## src/rtl/stallable_pipeline_adder.sv

```systemverilog
// Slice-pipelined adder: stage k adds bits of slice k, sum/c_out registered after STAGES edges, no input-to-output path.
// Optional stall: define SPA_STALL_EN so stop=1 freezes every register (stalled operands dropped); otherwise stop is ignored.
module stallable_pipeline_adder #(
  parameter int WIDTH  = 32,
  parameter int STAGES = 4
) (
  input  logic             clk,
  input  logic             rst,
  input  logic             stop,
  input  logic [WIDTH-1:0] cin_a,
  input  logic [WIDTH-1:0] cin_b,
  input  logic             c_in,
  output logic [WIDTH-1:0] sum,
  output logic             c_out
);

  localparam int SW = WIDTH / STAGES;

  logic adv;

`ifdef SPA_STALL_EN
  assign adv = ~stop;
`else
  logic unused_stop;
  assign unused_stop = stop;
  assign adv         = 1'b1;
`endif

  for (genvar k = 0; k < STAGES; k++) begin : g_st
    localparam int IW = WIDTH - k * SW;     // operand bits still to be consumed here
    localparam int DW = (k + 1) * SW;       // sum bits finished after this stage
    localparam int RW = WIDTH - DW;         // operand bits carried to later stages

    logic [IW-1:0] a_in, b_in;
    logic          c_prev;
    logic [SW:0]   part;
    logic [DW-1:0] sum_d, sum_q;
    logic          c_d, c_q;

    assign part = {1'b0, a_in[SW-1:0]} + {1'b0, b_in[SW-1:0]} + {{SW{1'b0}}, c_prev};
    assign c_d  = part[SW];

    if (k == 0) begin : g_first
      assign a_in   = cin_a;
      assign b_in   = cin_b;
      assign c_prev = c_in;
      assign sum_d  = part[SW-1:0];
    end else begin : g_next
      assign a_in   = g_st[k-1].g_ops.a_q;
      assign b_in   = g_st[k-1].g_ops.b_q;
      assign c_prev = g_st[k-1].c_q;
      assign sum_d  = {part[SW-1:0], g_st[k-1].sum_q};
    end

    always_ff @(posedge clk or negedge rst) begin
      if (!rst) begin
        sum_q <= '0;
        c_q   <= 1'b0;
      end else if (adv) begin
        sum_q <= sum_d;
        c_q   <= c_d;
      end
    end

    if (RW > 0) begin : g_ops
      logic [RW-1:0] a_q, b_q;

      always_ff @(posedge clk or negedge rst) begin
        if (!rst) begin
          a_q <= '0;
          b_q <= '0;
        end else if (adv) begin
          a_q <= a_in[IW-1:SW];
          b_q <= b_in[IW-1:SW];
        end
      end
    end
  end

  assign sum   = g_st[STAGES-1].sum_q;
  assign c_out = g_st[STAGES-1].c_q;

endmodule

```

## config.mk

```make
export PLATFORM = sky130hd
export DESIGN_NAME = stallable_pipeline_adder
export DESIGN_NICKNAME = d
export VERILOG_FILES = /design/src/rtl/stallable_pipeline_adder.sv
export SDC_FILE = /design/constraint.sdc
export NUM_CORES = 1
export LEC_CHECK = 0
export CAP_MARGIN = 20
export CORE_UTILIZATION = 45
export DETAILED_ROUTE_END_ITERATION = 8
export GPL_TIMING_DRIVEN = 1
export PLACE_DENSITY = 0.67
export SLEW_MARGIN = 20
export SYNTH_ARGS = -nofsm -noshare
export SYNTH_HDL_FRONTEND = slang
export SYNTH_SLANG_ARGS = --single-unit
```

## constraint.sdc

```tcl
create_clock -name clk -period 2.4 [get_ports clk]
set_input_delay 0.72 -clock clk [delete_from_list [all_inputs] [get_ports clk]]
set_output_delay 0.72 -clock clk [all_outputs]
set_load 0.02 [all_outputs]
```

==> results of run 1 <==
[sequential cells by signal, indices dropped and copies added (netlist names)]
register / flops
g_st.g_ops.a_q: 48
g_st.g_ops.b_q: 48
g_st.sum_q: 48
sum: 32
g_st.c_q: 3
c_out: 1
[synth_stat cells]
master and n:
dfrtp_1 180, ha_1 28, a21oi_1 22, xnor2_1 14
o21ai_0 10, nand2_1 9, fa_1 8, inv_1 7
a21o_1 6, o21bai_1 6, xor2_1 6, nor2b_1 5
nor3_1 5, a211oi_1 4, a311o_1 4, nand3_1 4
nor2_1 4, nor4_1 4, o211ai_1 3, a2111oi_0 1
a221oi_1 1, inv_2 1, mux2i_1 1, nand2b_1 1
nand3b_1 1, nand4_1 1, o21a_1 1, o221a_2 1
[area by class of cell]
type                       instances  area (um2)  area share [%]
clock buffer                      24         492            6.44
tap                              172         215            2.82
timing repair buffer             103        1050            13.7
multi-input combinational        150        1250            16.4
clock inverter                     8        98.8            1.29
inverter                           8        30.0           0.393
sequential                       180        4500            59.0
[per-layer routing]
metal  vias up  share of wire, %
li1       1398                 -
met1      1468                41
met2        86                51
met3        12               6.0
met4         0               1.8
met5         -                 0
[cells by family after synthesis]
logic type,after synthesis,synth area share (%)
buffers and inverters,8,0.520
xor gates and xnor gates,20,3.03
adders and majority gates,36,8.83
AOI/OAI and AO/OA,59,6.56
DFF,180,77.9
muxes,1,0.173
and+or+nand+nor,34,2.94
[report_power, final]
group	leakage, nW	switching, mW	total [mW]	internal (mW)
clock network	0.286	1.04	2.68	1.64
logic	0.974	0.454	0.912	0.457
registers	2.10	0.101	3.50	3.40
[what timing repair did]
item                                    4_1_cts  5_1_grt
endpoints found under the setup margin        0        2
setup buffers                                 0        0
resized for setup                             0        1
[stage by stage]
stage	utilization, %	total power, mW	area (um2)	hold slack (ns)
floorplan	-	3.97	5780	0.331
global placement	56.0	4.45	7040	0.331
detailed placement	56.0	4.48	7040	0.335
CTS	60.7	7.20	7630	0.151
global route	60.8	7.43	7640	0.157
finish	60.8	7.09	7640	0.163
[how the worst min path moves through the flow]
stage                           from                    to  slack, ns  cells past startpoint
5_1_grt                          rst               sum[19]       0.16                      1
3_3_place_gp        g_st[1].sum_q[1]      g_st[2].sum_q[1]       0.33                      0
2_1_floorplan   g_st[0].g_ops.a_q[8]  g_st[1].g_ops.a_q[0]       0.33                      0
4_1_cts                          rst               sum[18]       0.15                      1
3_5_place_dp   g_st[0].g_ops.a_q[16]  g_st[1].g_ops.a_q[8]       0.33                      0
6_report                         rst               sum[19]       0.16                      1
[layout by cell type, fill, tap and decap left out, types with 5 or more instances in the layout]
cell type,Yosys,routed
nor3_1,5,5
o21bai_1,6,6
inv_1,7,7
a21oi_1,22,21
clkbuf_16,0,17
nand2_1,9,9
o21ai_0,10,10
a21o_1,6,6
fa_1,8,8
xor2_1,6,6
xnor2_1,14,14
dfrtp_1,180,180
clkdlybuf4s50_1,0,98
nor2b_1,5,5
ha_1,28,28
[critical path, cell delays in order]
cell	delay (ns)
clkdlybuf4s50_1	0.43
fa_1	0.47
fa_1	0.44
a21oi_2	0.19
nor2_1	0.06
nor2_1	0.17
o21ai_0	0.11
==> flow_metrics.tcl, run 1 <==
set metrics [dict create \
    outcome "complete, no violations" \
    dieArea_mm2 0.0133 \
    cp-endpoint "g_st[0].c_q" \
    drc_errors 0 \
    rsz0062_at_grt "false" \
    clk_pin_slew_ns 0.06 \
    slew_headroom_pct 73.6 \
    yosys_warnings 0 \
    cts_tree "built" \
    synth_cell_types 28 \
    grt_max_degree 56 \
    finalCriticalPeriod_ns 2.30 \
    die_h_um 115 \
    cts_buffers 17 \
    grt_busiest_layer "met2" \
    grt_usage_pct 14.3 \
    max_freq_mhz 435 \
    worstSkewPairLatency_ns 0.42 \
    grt_pass1_vias 3088 \
    syn_nets 442 \
    ant_nets 0 \
    io_pins 101 \
    syn_avg_cell_area_um2 17.1 \
    r2r_slack_ns 0.18 \
    post-route-period-util_pct 95.7 \
    hp-class "in2async" \
    fin_skew_ns 0.00600 \
    instances_no_fill 645 \
    routed_wl_um 8500 \
    n_antenna_cell 0 \
    yosys.area.top_type_share_pct 77.9 \
    power_leakage_nw 3.36 \
    worst_slack_ns 0.104 \
    viasPerCell 4.60 \
    rows 41 \
    arrival_ns 2.59 \
    dieWidth_um 115 \
    synthCells 338 \
    finalSetupViolations 0 \
    synth_area_leaders "dfrtp_1 (78%), ha_1 (6.1%), fa_1 (2.8%), xnor2_1 (2.1%), a21oi_1 (1.9%)" \
    gr-total-overflow 0 \
    r2r_start "g_st[1].g_ops.a_q[0]" \
    clock_path_buffers 2 \
    regToRegEndpoint "g_st[2].c_q" \
    worst_pin_slew_ns 0.386 \
    critical_path_required_ns 2.69 \
    place_inst 613 \
    fillCellCount 953 \
    fin_nets 564 \
    core-area_mm2 0.0126 \
    netlist_area_mm2 0.00578 \
    yosysSeqAreaShare_pct 77.9 \
    yosysTopAreaCell "dfrtp_1" \
    grt_pass1_wl_um 13900 \
    drive_above_1_share_pct 7.82 \
    timing.max_cap.violations 0 \
    antenna_found_initial 0 \
    final_hold_viol_count 0 \
    h-tree-depth 4 \
    finalMaxSlewViolations 0 \
    area_delta_synth_final_pct 32.1 \
    criticalPathCategory "in2reg" \
    initial_utilization_pct 46.0 \
    r2r_cells 6 \
    crit_start "cin_a[0]" \
    met2_usage_pct 23.4 \
    io_buffers 99 \
    crit_fanout 2 \
    drt_iter0_drc 91 \
    hold_buffers 0 \
    ir_drop_uv 486 \
    drt_pass1_iterations 4 \
    place_congestion 0.817 \
    ys_ff_latch 180 \
    root_buffer "clkbuf_16" \
    power_density_mw_per_mm2 929 \
    cp-end-kind "flop" \
    cp-start-kind "input port" \
    use_met3_pct 5.85 \
    wl_per_cell_um 13.2 \
    pre_cts_slack_ns -0.378 \
    hpwl_um 5950 \
    gr-usage-met1_pct 16.4 \
    vias 2964 \
    tns_ns 0 \
    numClockSinks 180 \
]
Power figures use the tool's default switching activity.
==> inputs of run 2 (changes only) <==
--- a/config.mk
+++ b/config.mk
@@ -10,6 +10,7 @@
 export DETAILED_ROUTE_END_ITERATION = 8
 export GPL_TIMING_DRIVEN = 1
 export PLACE_DENSITY = 0.67
+export SKIP_CTS_REPAIR_TIMING = 1
 export SLEW_MARGIN = 20
 export SYNTH_ARGS = -nofsm -noshare
 export SYNTH_HDL_FRONTEND = slang
==> results of run 2 <==
The final DEF is identical to that of run 1; final timing and power are the same.
